===== config.mk =====
export PLATFORM = sky130hd
export DESIGN_NAME = bcd_addsub_serial
export DESIGN_NICKNAME = d
export VERILOG_FILES = /design/src/rtl/bcd_pkg.sv /design/src/rtl/bcd_digit_adder.sv /design/src/rtl/bcd_addsub_serial.sv
export SDC_FILE = /design/constraint.sdc
export NUM_CORES = 1
export LEC_CHECK = 0
export ABC_AREA = 1
export CORE_ASPECT_RATIO = 1.1
export CORE_MARGIN = 2
export CORE_UTILIZATION = 43
export DETAILED_ROUTE_END_ITERATION = 7
export PLACE_DENSITY = 0.68
export SYNTH_ARGS = -nofsm -noshare
export SYNTH_HDL_FRONTEND = slang
export SYNTH_SLANG_ARGS = --single-unit

===== constraint.sdc =====
create_clock -name clk -period 2.7 [get_ports clk]
set_input_delay 0.81 -clock clk [delete_from_list [all_inputs] [get_ports clk]]
set_output_delay 0.81 -clock clk [all_outputs]
set_load 0.05 [all_outputs]

===== src/rtl/bcd_pkg.sv =====
// Shared BCD constants, FSM state type and a digit-validity helper for the
// digit-serial BCD adder/subtractor.
package bcd_pkg;

  localparam int          BCD_W   = 4;
  localparam logic [3:0]  BCD_MAX = 4'd9;
  localparam logic [4:0]  BCD_TEN = 5'd10;

  typedef enum logic [1:0] {
    IDLE = 2'd0,
    RUN  = 2'd1,
    DONE = 2'd2
  } state_t;

  function automatic logic is_bcd(input logic [BCD_W-1:0] d);
    return (d <= BCD_MAX);
  endfunction

endpackage


===== src/rtl/bcd_digit_adder.sv =====
// One decimal digit of add or nine's-complement subtract with decimal carry.
// Purely combinational; the serial top feeds it one digit per clock.
module bcd_digit_adder
  import bcd_pkg::*;
(
  input  logic [BCD_W-1:0] a_i,
  input  logic [BCD_W-1:0] b_i,
  input  logic             cin,
  input  logic             sub,
  output logic [BCD_W-1:0] digit,
  output logic             cout,
  output logic             digit_err
);

  logic [BCD_W-1:0] w_opb;
  logic [BCD_W:0]   w_t;
  logic [BCD_W:0]   w_adj;

  // Subtraction adds the nine's complement; the initial carry of 1 makes it ten's.
  assign w_opb     = sub ? (BCD_MAX - b_i) : b_i;
  assign w_t       = {1'b0, a_i} + {1'b0, w_opb} + {{BCD_W{1'b0}}, cin};
  assign w_adj     = w_t - BCD_TEN;
  assign cout      = (w_t > {1'b0, BCD_MAX});
  assign digit     = cout ? w_adj[BCD_W-1:0] : w_t[BCD_W-1:0];
  assign digit_err = ~is_bcd(a_i) | ~is_bcd(b_i);

endmodule


===== src/rtl/bcd_addsub_serial.sv =====
// Digit-serial BCD adder/subtractor: captures packed BCD operands on start,
// processes one digit per clock LSD first, then pulses done with the result.
module bcd_addsub_serial
  import bcd_pkg::*;
#(
  parameter int DIGITS = 2
) (
  input  logic                  clk,
  input  logic                  rst_n,
  input  logic                  start,
  input  logic                  mode_sub,
  input  logic                  cin,
  input  logic [4*DIGITS-1:0]   a,
  input  logic [4*DIGITS-1:0]   b,
  output logic                  busy,
  output logic                  done,
  output logic [4*DIGITS-1:0]   sum,
  output logic                  cout,
  output logic                  negative,
  output logic                  error
);

  localparam int IDX_W = (DIGITS > 1) ? $clog2(DIGITS) : 1;
  localparam logic [IDX_W-1:0] LAST_IDX = IDX_W'(DIGITS - 1);

  state_t              r_state;
  logic [4*DIGITS-1:0] r_a;
  logic [4*DIGITS-1:0] r_b;
  logic [4*DIGITS-1:0] r_sum;
  logic [IDX_W-1:0]    r_idx;
  logic                r_carry;
  logic                r_sub;
  logic                r_busy;
  logic                r_done;
  logic                r_cout;
  logic                r_neg;
  logic                r_err;

  logic [DIGITS-1:0]   w_dig_bad;
  logic                w_in_err;
  logic [BCD_W-1:0]    w_a_dig;
  logic [BCD_W-1:0]    w_b_dig;
  logic [BCD_W-1:0]    w_digit;
  logic                w_cout;
  logic                w_dig_err;

  for (genvar g = 0; g < DIGITS; g++) begin : g_chk
    assign w_dig_bad[g] = ~is_bcd(a[g*BCD_W +: BCD_W]) | ~is_bcd(b[g*BCD_W +: BCD_W]);
  end
  assign w_in_err = |w_dig_bad;

  assign w_a_dig = r_a[int'(r_idx)*BCD_W +: BCD_W];
  assign w_b_dig = r_b[int'(r_idx)*BCD_W +: BCD_W];

  bcd_digit_adder u_digit (
    .a_i       (w_a_dig),
    .b_i       (w_b_dig),
    .cin       (r_carry),
    .sub       (r_sub),
    .digit     (w_digit),
    .cout      (w_cout),
    .digit_err (w_dig_err)
  );

  // Operands are only held for the datapath; they need no reset value.
  always_ff @(posedge clk) begin
    if (r_state == IDLE && start) begin
      r_a <= a;
      r_b <= b;
    end
  end

  always_ff @(posedge clk or negedge rst_n) begin
    if (!rst_n) begin
      r_state <= IDLE;
      r_sum   <= '0;
      r_idx   <= '0;
      r_carry <= 1'b0;
      r_sub   <= 1'b0;
      r_busy  <= 1'b0;
      r_done  <= 1'b0;
      r_cout  <= 1'b0;
      r_neg   <= 1'b0;
      r_err   <= 1'b0;
    end else begin
      case (r_state)
        IDLE: begin
          r_done <= 1'b0;
          if (start) begin
            r_sub   <= mode_sub;
            r_carry <= mode_sub | cin;
            r_sum   <= '0;
            r_idx   <= '0;
            r_busy  <= 1'b1;
            r_cout  <= 1'b0;
            r_neg   <= 1'b0;
            r_err   <= w_in_err;
            r_state <= w_in_err ? DONE : RUN;
          end
        end
        RUN: begin
          r_sum[int'(r_idx)*BCD_W +: BCD_W] <= w_digit;
          r_carry <= w_cout;
          r_err   <= r_err | w_dig_err;
          r_idx   <= r_idx + 1'b1;
          if (r_idx == LAST_IDX) r_state <= DONE;
        end
        DONE: begin
          // The error path never ran, so r_carry still holds the captured cin.
          r_done  <= 1'b1;
          r_busy  <= 1'b0;
          r_cout  <= ~r_err & r_carry;
          r_neg   <= ~r_err & r_sub & ~r_carry;
          r_state <= IDLE;
        end
        default: r_state <= IDLE;
      endcase
    end
  end

  assign busy     = r_busy;
  assign done     = r_done;
  assign sum      = r_sum;
  assign cout     = r_cout;
  assign negative = r_neg;
  assign error    = r_err;

endmodule


==> results.ini <==
[outcome]
status=complete, no violations

[synth]
synth_ff_type=dfrtp_1
yosysSeqAreaShare_pct=54.55
synth-async-reset-ratio_pct=52.94
synth_seq_cells=34
syn_area_sq_mm=0.001707
syn_area_per_cell_sq_um=9.326
syn_inst=183
synth.area.top_cells=edfxtp_1, dfrtp_1, nand2_1
ys.warnings.count=0
yosys.area.top_type=edfxtp_1
yosysTopAreaCellShare_pct=28.15
synth_edf_count=16
ys_types=23
syn-num-nets=211

[timing]
fin_crit_ns=2.630
finalClockSkew_ns=0.005965
hold_slack_ns=0.4790
fin_ws_ns=0.06995
relSlewSlack_pct=66.79
max_freq_ghz=0.3802
drv_slew=0
hold_violations=0
setup_viol=0
fin_crit_sh_pct=97.41
rsz0062_at_grt=true
worstMarginPinSlew_ns=0.4966

[placed_design]
place_ws_ns=-0.03155
placed_cells=272
portBuffers=33
place.gp.congestion=0.8330
dp_hpwl_microns=2573

[critical_path]
worstSetupStartpoint=r_idx
r2r_end=sum[6]
worst-path-max-fanout=5
reg2reg_from=r_idx
cp.required_ns=2.93
crit_path_end=sum[6]
worstSetupStartpointType=register
cp_slowest_cell=fa_2
cp_cell_sequence=buf_6 > buf_4 > mux2i_4 > fa_2 > inv_2 > fa_2 > inv_2 > ha_4 > nand2_1 > nand2_1 > inv_2 > nand2_4 > nand2_4 > nand2_2 > nand3_1 > nand2_1
critPathArrivalTime_ns=2.86
cp-end-kind=register
path_class=reg2reg
slowest_delay_ns=0.45
r2r_slack_ns=0.07
r2r_cells=16

[finish]
seq_area_sq_um=930.9
diodes=0
area_delta_synth_final_pct=37.02
drive_gt1_share_pct=23.71
final_nets=259
post-route-util_pct=60.37
multi_input_area_sq_um=748.2
n_fill_cell=329
layoutNonFillerInstCount=284

[power]
p_int_mw=1.601
power_density_mw_per_mm2=1295
power_frac_comb_pct=62.6
sw_frac_of_total_pct=47.14
p_sw_mw=1.427
ir_worst_vdd_v=0.0004582
leakage_nw=1.043
p_clk_share_pct=12.7
finalPower_mw=3.028
pwr-share-seq_pct=24.7

[global_routing]
track_usage_pct=17.20
antenna_found_initial=0
overflow=0
grt_pass1_wl_microns=5858
grt_pass1_vias=1307
grt_max_degree=21

[floorplanning]
rows=24
io_pins=34
initial_core_util_pct=44.06
die_area_sq_mm=0.004489
coreArea_sq_mm=0.003874
die_w_microns=64.07
die_y_microns=70.08

[clock_tree]
clk_path_buf_depth=2
insertion_delay_ns=0.28
cts_tree=built
cts_sinks=34
postCtsHoldBufs=0
h-tree-depth=2
numCtsBuffers=5
clock_tree.root_cell=clkbuf_8
path_clk_slew_ns=0.07

[drt]
finalWirelength_microns=3390
dr.pass1.iters=4
drc=0
drt_iter0_drc=85
wl_per_cell_microns=11.94
ant_nets=0
avgViaCountPerCell=4.697
via_count=1334

[hold_path]
hold_path_class=reg2reg

[job]
cap_viol_max_count=0

==> critical path: cells and delay by family (launching register included) <==
family | cells | cell delay (ns)
adders and majority gates | 3 | 0.94
buffers and inverters | 5 | 0.50
DFF | 1 | 0.44
muxes | 1 | 0.18
and+or+nand+nor | 7 | 0.51
==> per-stage QoR <==
stage / TNS, ns / area, sq um
after floorplan: 0 / 1707
after global placement: 0 / 2132
after detailed placement: -0.03155 / 2132
after CTS: 0 / 2231
after global routing: -0.1610 / 2338
final: 0 / 2338
==> layer usage <==
metal  track usage (%)  wire [microns]
met1             21.41            1387
met2             28.24            1784
met3             3.865             147
met4             7.971              71
met5                 0               0
==> flip-flops by register name (all words and copies together) (netlist names) <==
name and count:
busy 1, cout 1, done 1, error 1, negative 1, r_a 8, r_b 8, r_carry 1
r_idx 1, r_state 2, r_sub 1, sum 8
==> cells in the final DEF (no fill, tap or decap), types with 7 or more instances in the layout <==
cell and count:
clkdlybuf4s50_1 33, buf_4 7, nand3_1 16, inv_2 14, o21ai_0 10, nand2_2 7, dfrtp_1 18, nor2_1 9
inv_1 12, nand2_1 49, edfxtp_1 16
==> Yosys cell counts, drive strengths merged, types with 2 or more instances <==
library cell and instances:
a21oi 3, dfrtp 18, edfxtp 16, fa 2
ha 5, inv 26, nand2 59, nand3 19
nor2 12, o21ai 15, xor2 2
==> how the worst min path moves through the flow <==
stage                        from  slack (ns)        to  cells after the start
after detailed placement  r_carry        0.47  negative                      1
final                        busy        0.48      busy                      2
after floorplan           r_carry        0.43  negative                      1
after CTS                    busy        0.48      busy                      2
after global routing         busy        0.52      busy                      2
after global placement       busy        0.46      busy                      2
==> power by group through the flow <==
stage          combinational (mW)  sequential, mW  clock (mW)
2_1_floorplan                1.04           0.935           0
3_3_place_gp                 1.59           0.748           0
3_5_place_dp                 1.60           0.752           0
4_1_cts                      1.61           0.745       0.391
5_1_grt                      2.09           0.763       0.419
6_report                     1.89           0.748       0.385
==> layout make-up <==
| cell class | count | share of cell area, % |
|---|---|---|
| Sequential cell | 34 | 39.81 |
| Inverter | 26 | 4.173 |
| Timing Repair Buffer | 42 | 17.34 |
| Clock inverter | 1 | 0.2140 |
| Multi-Input combinational cell | 122 | 32.00 |
| Clock buffer | 7 | 3.692 |
| Tap cell | 52 | 2.782 |
==> kinds of logic (layout without fill, tap and decap cells) <==
family	count (synthesis)	count (layout)	share of synthesized area [%]
simple gates	91	91	24.63
flops	34	34	54.55
buf+inv	27	76	6.158
compound gates	21	21	7.038
fa+ha+maj	7	7	6.012
xor+xnor	2	2	1.027
mux	1	1	0.5865
==> repair_timing <==
item,in CTS,in global routing
pin swaps,0,6
setup buffers,0,4
resized for setup,2,21
setup endpoints to repair,3,7
No activity file was read; power rests on OpenSTA's default activity.
==> RTL change (same settings) <==
`DIGITS`: 2 -> 4.
--- a/src/rtl/bcd_addsub_serial.sv
+++ b/src/rtl/bcd_addsub_serial.sv
@@ -3,7 +3,7 @@
 module bcd_addsub_serial
   import bcd_pkg::*;
 #(
-  parameter int DIGITS = 2
+  parameter int DIGITS = 4
 ) (
   input  logic                  clk,
   input  logic                  rst_n,
Ports: changed (resized a, b and sum); port bits go from 34 to 58. No check against the original RTL was run, so the function may have changed too.
==> RTL change against the unedited design <==
The run now ends with setup timing left; non-clock buffer count increased by 49; die area increased by 62%; final cell count increased by 68%; combinational power increased by 3%; total power increased by 24%; sequential share of layout area decreased by 0.34 points; synthesized area increased by 66%; critical path type unchanged; via count increased by 81%; worst setup slack got worse by 170 ps; cell area increased by 77%; sequential power increased by 48%; largest power group unchanged; routed wire length increased by 92%; sequential cell count increased by 25; largest cell class unchanged.
==> RTL change: results <==
export IMPL_final_cells=477
export IMPL_reg2regPathDepth=15
export IMPL_grt_pass1_vias=2377
export IMPL_synthTopCellsByArea="edfxtp_1 34%, dfrtp_1 24%, nand2_1 11%"
export IMPL_grt_max_degree=33
export IMPL_drive_gt1_share_pct=25.6
export IMPL_place_inst=450
export IMPL_clk_latency_ps=340
export IMPL_met2_length_um=3360
export IMPL_fin_nets=439
export IMPL_syn_inst=292
export IMPL_met3_wirelength_um=270
export IMPL_status="finished, violations left"
export IMPL_whs_path_depth=1
export IMPL_cts_buffers=9
export IMPL_grt_pass1_wl_um=10500
export IMPL_place_ws_ps=-212
export IMPL_hp_start="r_carry"
export IMPL_wl_per_cell_um=13.6
export IMPL_setup_ws_ps=-102
export IMPL_synth_cell_type_count=33
export IMPL_drtIter0Drc=70
export IMPL_synthTopCellsByCount="86 x nand2_1, 32 x edfxtp_1, 29 x nand3_1"
export IMPL_violations="setup timing"
export IMPL_gp_congestion=0.858
export IMPL_setup_viol=12
export IMPL_peakVddDrop_v=0.000563
export IMPL_p_leak_nw=1.80
export IMPL_finalClockSkew_ps=9.10
export IMPL_grt_use_total_pct=19.5
export IMPL_path_max_fanout=7
export IMPL_drt_met1_wl_um=2740
export IMPL_fmax_ghz=0.357
export IMPL_n_fill_cell=522
export IMPL_slew_headroom_pct=47.0
export IMPL_cpPeakStageDelay_ps=470
RTL change: cell count changes after synthesis, sizes merged, moves of 7 or more:
cell,unedited run,this run
dfrtp,18,27
nand2,59,88
o21ai,15,22
nand3,19,29
edfxtp,16,32
RTL change: power breakdown:
part | switching, W | leakage [nW] | internal [W]
logic | 0.00111 | 1.05 | 0.000830
registers | 0.0000520 | 0.668 | 0.00105
clock network | 0.000331 | 0.0867 | 0.000382
RTL change: logic make-up (layout without fill, tap and decap cells):
| family | Yosys count | in the layout | synth area share, % |
|---|---|---|---|
| and+or+nand+nor | 141 | 141 | 21.8 |
| adders and majority gates | 12 | 12 | 5.82 |
| xor gates and xnor gates | 2 | 2 | 0.618 |
| AOI/OAI and AO/OA | 42 | 42 | 8.65 |
| DFF | 59 | 59 | 57.7 |
| buffers and inverters | 36 | 139 | 5.38 |
RTL change: cell type report:
class | instances | area [µm²] | share of cell area, %
sequential | 59 | 1640 | 39.5
multi-input combinational | 197 | 1230 | 29.8
timing repair buffer | 91 | 875 | 21.1
clock buffer | 14 | 163 | 3.92
inverter | 31 | 121 | 2.92
tap | 82 | 103 | 2.47
clock inverter | 2 | 12.5 | 0.301
timing repair inverter | 1 | 3.75 | 0.0904
RTL change: path summary, 6_finish.rpt:
check / to / slack, ps
min in group asynchronous: r_idx[1] / 930
worst max register to register: sum[15] / -100
worst min register to register: negative / 470
worst min-delay path: negative / 470
worst max-delay path: sum[15] / -100
max in group asynchronous: sum[14] / 1180
RTL change: timing repair:
item                       in CTS  in global routing
setup buffers                   9                  1
pin swaps                       9                 21
resized for setup              17                 33
cloned                          1                  0
setup endpoints to repair      13                 13
RTL change: metal layers:
metal	global-route usage, %	up-vias
li1	-	1190
met1	22.2	1147
met2	33.7	59
met3	5.66	17
met4	9.40	0
met5	0	-
